File: src/rtl/instruction_fetch_unit.sv
// RV32 instruction fetch unit: owns the PC, fetches over req/ack, presents to decode over valid/ready.
// Optional saturating performance counters are built when IFU_PERF_CNT_EN is defined.
module instruction_fetch_unit #(
    parameter int                ADDR_W     = 32,
    parameter logic [ADDR_W-1:0] RESET_PC   = '0,
    parameter int                PERF_CNT_W = 32
) (
    input  logic                  clk,
    input  logic                  reset,
    output logic                  imem_req,
    output logic [ADDR_W-1:0]     imem_addr,
    input  logic                  imem_ack,
    input  logic [31:0]           imem_rdata,
    input  logic                  branch_taken,
    input  logic [ADDR_W-1:0]     branch_target,
    output logic                  dec_valid,
    input  logic                  dec_ready,
    output logic [31:0]           Instruction,
    output logic [6:0]            Opcode,
    output logic [3:0]            Funct,
    output logic [ADDR_W-1:0]     pc_out,
    output logic [PERF_CNT_W-1:0] fetch_count,
    output logic [PERF_CNT_W-1:0] flush_count
);

    typedef enum logic [1:0] {
        S_IDLE,
        S_REQ,
        S_VALID
    } state_t;

    state_t              r_state;
    state_t              w_state_next;
    logic [ADDR_W-1:0]   r_pc;
    logic [ADDR_W-1:0]   w_pc_next;
    logic                r_squash;
    logic                w_squash_next;
    logic                w_load;
    logic [31:0]         r_instr;
    logic [ADDR_W-1:0]   r_pc_out;
    logic [ADDR_W-1:0]   w_target_aligned;

    assign w_target_aligned = branch_target & ~ADDR_W'(3);

    // NOTE: every variable driven here gets a default first, so no path can infer a latch.
    always_comb begin
        w_state_next  = r_state;
        w_pc_next     = r_pc;
        w_squash_next = r_squash;
        w_load        = 1'b0;
        case (r_state)
            S_IDLE: w_state_next = S_REQ;
            S_REQ: begin
                if (branch_taken) begin
                    // An ack this cycle closes the outstanding fetch; otherwise its data is still owed.
                    w_pc_next     = w_target_aligned;
                    w_squash_next = ~imem_ack;
                end else if (imem_ack) begin
                    if (r_squash) begin
                        w_squash_next = 1'b0;
                    end else begin
                        w_load       = 1'b1;
                        w_pc_next    = r_pc + ADDR_W'(4);
                        w_state_next = S_VALID;
                    end
                end
            end
            S_VALID: begin
                if (branch_taken) begin
                    w_pc_next    = w_target_aligned;
                    w_state_next = S_REQ;
                end else if (dec_ready) begin
                    w_state_next = S_REQ;
                end
            end
            default: w_state_next = S_IDLE;
        endcase
    end

    // NOTE: sequential state uses non-blocking assignments so all flops update together on the edge.
    always_ff @(posedge clk or negedge reset) begin
        if (!reset) begin
            r_state  <= S_IDLE;
            r_pc     <= RESET_PC;
            r_squash <= 1'b0;
            r_instr  <= '0;
            r_pc_out <= '0;
        end else begin
            r_state  <= w_state_next;
            r_pc     <= w_pc_next;
            r_squash <= w_squash_next;
            if (w_load) begin
                r_instr  <= imem_rdata;
                r_pc_out <= r_pc;
            end
        end
    end

    assign imem_req    = (r_state == S_REQ);
    assign imem_addr   = r_pc;
    assign dec_valid   = (r_state == S_VALID);
    assign Instruction = r_instr;
    assign pc_out      = r_pc_out;
    assign Opcode      = r_instr[6:0];
    assign Funct       = {r_instr[30], r_instr[14:12]};

`ifdef IFU_PERF_CNT_EN
    logic                  w_transfer;
    logic                  w_flush;
    logic [PERF_CNT_W-1:0] r_fetch_count;
    logic [PERF_CNT_W-1:0] r_flush_count;

    // Flushes: a VALID instruction redirected away, or a returned word that is dropped.
    assign w_transfer = (r_state == S_VALID) & dec_ready & ~branch_taken;
    assign w_flush    = ((r_state == S_VALID) & branch_taken)
                      | ((r_state == S_REQ) & imem_ack & (branch_taken | r_squash));

    always_ff @(posedge clk or negedge reset) begin
        if (!reset) begin
            r_fetch_count <= '0;
            r_flush_count <= '0;
        end else begin
            if (w_transfer && !(&r_fetch_count)) r_fetch_count <= r_fetch_count + PERF_CNT_W'(1);
            if (w_flush && !(&r_flush_count))    r_flush_count <= r_flush_count + PERF_CNT_W'(1);
        end
    end

    assign fetch_count = r_fetch_count;
    assign flush_count = r_flush_count;
`else
    assign fetch_count = '0;
    assign flush_count = '0;
`endif

endmodule

File: config.mk
export PLATFORM = sky130hd
export DESIGN_NAME = instruction_fetch_unit
export DESIGN_NICKNAME = d
export VERILOG_FILES = /design/src/rtl/instruction_fetch_unit.sv
export SDC_FILE = /design/constraint.sdc
export NUM_CORES = 1
export LEC_CHECK = 0
export CORE_ASPECT_RATIO = 1.25
export CORE_UTILIZATION = 50
export DETAILED_ROUTE_END_ITERATION = 10
export DONT_BUFFER_PORTS = 1
export SETUP_SLACK_MARGIN = 0.1
export SKIP_CTS_REPAIR_TIMING = 1
export SLEW_MARGIN = 10
export SYNTH_ARGS = -nofsm -noshare
export SYNTH_HDL_FRONTEND = slang
export SYNTH_SLANG_ARGS = --single-unit
File: constraint.sdc
create_clock -name clk -period 2.43 [get_ports clk]
set_input_delay 0.729 -clock clk [delete_from_list [all_inputs] [get_ports clk]]
set_output_delay 0.729 -clock clk [all_outputs]
set_load 0.005 [all_outputs]
# == Yosys cells after proc, flatten, opt, wreduce, memory -nomap -nowiden ==
# Cells that the tools add are included.
# totals
reg_bits,99
in_bits,69
output_inout_bits,173
elab_cells,39
# classes
n_addsub,1
eq_ne,9
mux,17
bitwise_logic,1
reduce_logical,6
# op_table
cell,count
32-bit two-way mux,4
32-bit case mux with 2 select lines,1
32-bit by 3-bit adder with 32-bit output (second input constant),1
2-bit two-way mux,5
4-bit AND reduction,2
1-bit two-way mux,6
2-bit inequality test (second input constant),3
2-bit case mux with 3 select lines,1
2-bit nonzero test,2
3-bit by 1-bit inequality test with 1-bit output (second input constant),1
3-bit by 2-bit inequality test with 1-bit output (second input constant),1
3-bit inequality test (second input constant),1
2-bit by 1-bit equality test with 1-bit output (second input constant),1
2-bit equality test (second input constant),1
2-bit logical NOT,1
2-bit by 1-bit inequality test with 1-bit output (second input constant),1
2-bit AND reduction,1
1-bit inverter,1

# == Longest topological paths before layout ==
# Gate-level depths: netlist of the first run.
# depth
ltp_word,5
mapped_depth,9
depth_no_buf,7

# == Worst setup path after synthesis of the first run ==
# OpenSTA, ideal clock, no wires.
# synth_timing
path_kind,input to register
start,input port branch_taken
end,register r_instr[0] (netlist: Instruction[0])
t_arrival_ps,1983
slack_ps,322
stages,6
path_cell_list,clkbuf_1 inv_1 and3_1 clkbuf_1 buf_2 mux2_2
# synth_via
elab_chain_cells,2
# synth_rtl
element,line_no,rtl
start: declaration,14,"input logic branch_taken,"
1-bit two-way mux,54,if (branch_taken) begin
1-bit two-way mux,51,case (r_state)
end signal: assignment,93,r_instr <= imem_rdata;
end: declaration,39,logic [31:0] r_instr;
# No other way between the ends.
# A chain may end at the register's enable or synchronous reset.

# == Worst setup path in the final report of the first run ==
# layout_timing
start,register r_pc[2] (netlist: imem_addr[2])
end,register r_pc[26] (netlist: imem_addr[26])
# layout_via
elab_chain_cells,5
# layout_rtl
element,line_no,rtl
start: declaration,34,logic [ADDR_W-1:0] r_pc;
start signal: assignment,90,r_pc <= w_pc_next;
32-bit by 3-bit adder with 32-bit output,63,w_pc_next = r_pc + ADDR_W'(4);
32-bit two-way mux,59,if (r_squash) begin
32-bit two-way mux,58,end else if (imem_ack) begin
32-bit two-way mux,54,
32-bit case mux with 2 select lines,51,
# No other way between the ends. The select of a mux whose other input is x is not followed.

==> impl_metrics.env, run 1 <==
export IMPL_r2r_end="imem_addr[26]"
export IMPL_cp_num_buf_inv=0
export IMPL_synth_area_leader_cell="dfrtp_1"
export IMPL_synth_edff_count=0
export IMPL_critPathLaunchType="register"
export IMPL_postLayoutCellArea_um2=5140
export IMPL_finClkSkew_ps=7.48
export IMPL_grt_max_degree=96
export IMPL_layout_nets=526
export IMPL_syn_to_final_growth_pct=2.63
export IMPL_die_width_um=91.5
export IMPL_maxSlewHeadroom_pct=58.6
export IMPL_ys_seq_elements=95
export IMPL_cap_violations=0
export IMPL_path_class="reg2reg"
export IMPL_synthTopCellsByArea="dfrtp_1 48%, mux2_2 14%, buf_4 12%"
export IMPL_grt_pass1_wl_mm=17.0
export IMPL_ys_warn_count=0
export IMPL_drt_wl_total_mm=11.1
export IMPL_cts_max_path_buffers=2
export IMPL_netlist_area_leader_share_pct=47.5
export IMPL_cp_arrival_ps=2350
export IMPL_cts_tree="done"
export IMPL_worstPathMaxFanout=5
export IMPL_dp_cells=567
export IMPL_drtPass1Iterations=4
export IMPL_fmax_ghz=0.475
export IMPL_worst_slew_pin_slew_ps=615
export IMPL_io_pins=242
export IMPL_holdWs_ps=82.9
export IMPL_cp_cell_sequence="ha_1 -> nand4_2 -> or4_4 -> o31ai_2 -> a21oi_1 -> a311oi_2"
export IMPL_dp_hpwl_mm=8.08
export IMPL_fin_cells=582
export IMPL_vdd_drop_max_mv=0.624
export IMPL_synthCells=459
export IMPL_cp_slowest_cell="or4_4"
export IMPL_grt_overflow=0
export IMPL_final_setup_tns_ps=0
export IMPL_critPathMaxStageDelay_ps=600
export IMPL_avgSynthCellArea_um2=10.9
export IMPL_ys_types=49
export IMPL_min_path_type="in2async"
export IMPL_crit_cells=6
export IMPL_placed_area_um2=4850
export IMPL_antenna_found_initial=1
export IMPL_p_seq_share_pct=47.6
export IMPL_path_delay_family="simple AND/OR/NAND/NOR gates"
export IMPL_yosysSeqAreaShare_pct=47.5
export IMPL_p_switching_uw=2680
export IMPL_async_flop_share_pct=100
export IMPL_insertion_delay_ps=340
export IMPL_drive_above_1_share_pct=21.9
export IMPL_period_share_pct=86.6
export IMPL_fp_dieArea_um2=10400
export IMPL_wl_per_cell_um=19.0
export IMPL_initial_utilization_pct=51.8
export IMPL_r2r_cells=6
export IMPL_dieHeight_um=114
export IMPL_place_congestion=0.842
export IMPL_setup_ws_ps=326
export IMPL_period_minus_slack_ps=2100
export IMPL_vias_per_cell=5.62
export IMPL_drtIter0Drc=162
export IMPL_rsz0062_at_grt="false"
export IMPL_crit_required_ps=2680
export IMPL_swShare_pct=38.9
export IMPL_n_antenna_cell=0
export IMPL_synth_main_ff_cell="dfrtp_1"
export IMPL_core_um2=9660
export IMPL_rr_startpoint="imem_addr[2]"
export IMPL_clkSinkCount=95
export IMPL_slew_viol_final=0
export IMPL_cts_buffers=9
export IMPL_cellInternalPower_uw=4210
export IMPL_timing_final_hold_violations=0
export IMPL_path_clk_slew_ps=60
export IMPL_power_density_nw_per_um2=1340
export IMPL_num_rows=40
export IMPL_combPwrFrac_pct=32.7
export IMPL_grt_pass1_vias=3184
export IMPL_h_tree_depth=3
export IMPL_route_detailed_drc=0
export IMPL_ff2ff_setup_slack_ps=330
export IMPL_dp_slack_ps=348
export IMPL_pwr_share_clk_pct=19.8
export IMPL_ant_nets=0
export IMPL_finalSetupViolCount=0
export IMPL_crit_path_end_kind="register"
export IMPL_p_leak_uw=0.00219
export IMPL_grt_usage_pct=21.1
export IMPL_root_buffer="clkbuf_16"
export IMPL_status="finished clean"
export IMPL_syn_area_um2=5000
export IMPL_vias=3270
export IMPL_io_buffers=0
-- cell type report --
cell class | count | area, µm²
clock buffers | 12 | 236
clock inverters | 3 | 45.0
fillers | 886 | 4520
inverters | 9 | 33.8
multi-input cells | 322 | 2160
flip-flops and latches | 95 | 2380
well taps | 126 | 158
repair buffers | 15 | 125
-- cells in the final DEF, fill, tap and decap left out, types with 4 or more instances in the layout --
master and instances:
a21oi_1 29, nand3_1 11, inv_1 9, ha_1 5
conb_1 68, clkbuf_16 9, o21ai_0 15, o22ai_1 8
or3_1 4, a211oi_1 7, and3_1 6, a311oi_1 9
buf_4 14, nor2_1 23, dfrtp_1 95, mux2_2 62
nand2_1 20, o22a_1 4, nor3_1 7
-- worst reg2reg max path, delay by kind of cell, from the launching register on --
family | cells | cell delay, ps
and+or+nand+nor | 2 | 800
DFF | 1 | 460
AOI/OAI and AO/OA | 3 | 460
adders and majority gates | 1 | 290
-- cells by family (layout without fill, tap and decap cells) --
kind of cell               count (synthesis)  count (layout)  share of synthesized area [%]
AOI/OAI and AO/OA                         92              92                           12.2
adders and majority gates                  5               5                           1.25
buffers and inverters                    109              39                           14.4
DFF                                       95              95                           47.5
muxes                                     64              64                           14.4
other                                      1              68                         0.0749
and+or+nand+nor                           93              93                           10.2
-- metrics by stage --
step	util, %	total power, µW
6_report	53.2	6900
5_1_grt	53.2	7400
4_1_cts	53.2	6970
3_5_place_dp	50.3	5590
3_3_place_gp	50.3	5480
2_1_floorplan	-	5080
-- routing by layer --
layer	track usage, %	vias to the layer above	part of all wire (%)
met5	0	-	0
met4	7.72	0	1.3
met3	6.07	10	7.9
met2	36.4	165	52
met1	25.1	1610	39
li1	-	1485	-
-- power groups by stage --
| stage | Clock, µW | Combinational [µW] | Sequential, µW |
|---|---|---|---|
| final | 1360 | 2250 | 3280 |
| after CTS | 1410 | 2260 | 3310 |
| after detailed placement | 0 | 2250 | 3340 |
| after global routing | 1450 | 2530 | 3410 |
| after global placement | 0 | 2180 | 3300 |
| after floorplan | 0 | 2050 | 3030 |
-- state kept, by name, indices dropped and copies added (netlist names) --
| name | count |
|---|---|
| imem_addr | 30 |
| r_squash | 1 |
| r_state | 2 |
| Instruction | 32 |
| pc_out | 30 |
-- worst max path at each step --
stage | start | endpoint | slack, ps
global placement | imem_addr[2] | imem_addr[26] | 340
CTS | imem_addr[2] | imem_addr[26] | 320
finish | imem_addr[2] | imem_addr[26] | 330
floorplan | branch_taken | Instruction[0] | 320
detailed placement | imem_addr[2] | imem_addr[26] | 350
global route | imem_addr[2] | imem_addr[26] | 210
-- cells in the mapped netlist (2+ instances only) --
cell type,instances
clkbuf_1,10
buf_2,11
o32a_1,2
o211ai_1,2
mux2i_1,2
nor4_2,2
a211oi_1,7
a32oi_1,2
ha_1,5
o22ai_1,8
nand4_4,2
mux2_2,62
inv_1,9
o32ai_1,2
o22a_1,4
nand2b_1,3
a21oi_1,29
nand4_1,2
buf_4,79
and2_1,2
nor4_1,2
a31oi_1,3
nor2_1,23
dfrtp_1,95
or3_1,4
nand2_1,20
and3_1,7
nand3_1,11
a311oi_1,9
nor3_1,7
o21ai_0,15
Note: power is estimated with default switching activity, not from simulation.
==> inputs of run 2 (changes only) <==
--- a/config.mk
+++ b/config.mk
@@ -9,6 +9,7 @@
 export CORE_UTILIZATION = 50
 export DETAILED_ROUTE_END_ITERATION = 10
 export DONT_BUFFER_PORTS = 1
+export REMOVE_ABC_BUFFERS = 1
 export SETUP_SLACK_MARGIN = 0.1
 export SKIP_CTS_REPAIR_TIMING = 1
 export SLEW_MARGIN = 10
==> impl_metrics.env, run 2 (synthesized netlist as in run 1, its figures left out) <==
export IMPL_status="finished clean"
export IMPL_wl_met3_um=949
export IMPL_core_um2=9660
export IMPL_h_tree_depth=3
export IMPL_antenna_found_initial=0
export IMPL_grt_pass1_wl_mm=16.9
export IMPL_p_total_uw=6980
export IMPL_finalSetupViolCount=0
export IMPL_crit_required_ps=2660
export IMPL_syn_to_final_growth_pct=3.03
export IMPL_fmax_ghz=0.471
export IMPL_grt_pass1_vias=3237
export IMPL_cp_arrival_ps=2360
export IMPL_io_buffers=0
export IMPL_wl_per_cell_um=18.6
export IMPL_min_path_type="in2async"
export IMPL_grt_usage_pct=21.0
export IMPL_drtIter0Drc=137
export IMPL_maxSlewHeadroom_pct=61.8
export IMPL_r2r_cells=6
export IMPL_n_antenna_cell=0
export IMPL_final_common_cell="dfrtp_1"
export IMPL_vdd_drop_max_mv=0.676
export IMPL_dieHeight_um=114
export IMPL_vias_per_cell=5.56
export IMPL_die_width_um=91.5
export IMPL_cts_tree="done"
export IMPL_dp_hpwl_mm=8.00
export IMPL_r2r_end="imem_addr[26]"
export IMPL_drive_above_1_share_pct=22.9
export IMPL_num_rows=40
export IMPL_holdWs_ps=82.2
export IMPL_drt_wl_total_mm=10.9
export IMPL_rsz0062_at_grt="false"
export IMPL_layout_nets=528
export IMPL_insertion_delay_ps=330
export IMPL_finClkSkew_ps=9.66
export IMPL_fp_dieArea_um2=10400
export IMPL_cts_max_path_buffers=2
export IMPL_routedLengthMet1_mm=4.26
export IMPL_path_class="reg2reg"
export IMPL_initial_utilization_pct=51.8
export IMPL_nFillCells=886
export IMPL_wl_met2_mm=5.58
export IMPL_largest_register_ffs=32
export IMPL_critPathLaunchType="register"
export IMPL_ant_nets=0
export IMPL_grt_max_degree=96
export IMPL_top_layer="met4"
export IMPL_place_congestion=0.820
export IMPL_cap_violations=0
export IMPL_io_pins=242
export IMPL_p_leak_uw=0.00219
export IMPL_cts_buffers=9
export IMPL_clkSinkCount=95
export IMPL_drtPass1Iterations=4
export IMPL_path_clk_slew_ps=70
export IMPL_period_minus_slack_ps=2120
export IMPL_power_density_nw_per_um2=1350
export IMPL_timing_final_hold_violations=0
export IMPL_final_setup_tns_ps=0
export IMPL_period_share_pct=87.4
export IMPL_most_common_layout_cells="95 x dfrtp_1, 68 x conb_1, 62 x mux2_2, 29 x a21oi_1, 23 x nor2_1"
export IMPL_crit_path_end_kind="register"
export IMPL_root_buffer="clkbuf_16"
export IMPL_worstPathMaxFanout=5
export IMPL_worst_slew_pin_slew_ps=568
export IMPL_ff2ff_setup_slack_ps=310
export IMPL_vias=3250
export IMPL_rr_startpoint="imem_addr[2]"
export IMPL_grt_overflow=0
export IMPL_slew_viol_final=0
export IMPL_route_detailed_drc=0
run 2: cell types whose count changed in the layout (fill, tap and decap cells not counted):
cell	before	now
bufinv_16	1	0
buf_4	14	16
clkinvlp_4	2	4
clkbuf_8	0	2
clkbuf_1	3	1
run 2: worst max-delay path by stage:
stage	from	cells after the start	end	slack, ps
after detailed placement	r_state[1]	7	imem_addr[30]	260
after floorplan	branch_taken	3	Instruction[0]	-660
after global routing	imem_addr[2]	5	imem_addr[22]	160
after CTS	r_state[1]	7	imem_addr[30]	250
final	imem_addr[2]	6	imem_addr[26]	310
after global placement	imem_ack	5	imem_addr[30]	280
run 2: metal layers:
metal	GRT usage, %	vias to the layer above
met5	0	-
met4	7.09	0
met3	7.60	10
met2	35.7	158
li1	-	1491
met1	24.5	1591
run 2: layout make-up:
cell class / instances / area [µm²] / area share [%]
Tap cell: 126 / 158 / 3.06
Inverter: 9 / 33.8 / 0.655
Sequential cell: 95 / 2380 / 46.1
Timing Repair Buffer: 17 / 140 / 2.72
Clock buffer: 12 / 256 / 4.97
Multi-Input combinational cell: 322 / 2160 / 41.9
Clock inverter: 4 / 30.0 / 0.582
run 2: metrics by stage:
step	instances	area [µm²]	util (%)	setup WS, ps
after floorplan	426	4570	-	-664
after global placement	566	4850	50.2	283
after detailed placement	566	4850	50.2	260
after CTS	582	5130	53.1	247
after global routing	585	5160	53.4	160
final	585	5160	53.4	307
run 2: power by group:
group | internal (µW) | switching, µW | leakage, µW
combinational | 1130 | 1220 | 0.000961
sequential | 2380 | 921 | 0.00111
clock | 750 | 588 | 0.000127
run 2: critical path: stages, from the launching register on:
cell,delay (ps)
dfrtp_1,460
ha_1,270
nand4_2,200
or4_4,610
o31ai_2,190
a21oi_1,110
a311oi_2,190
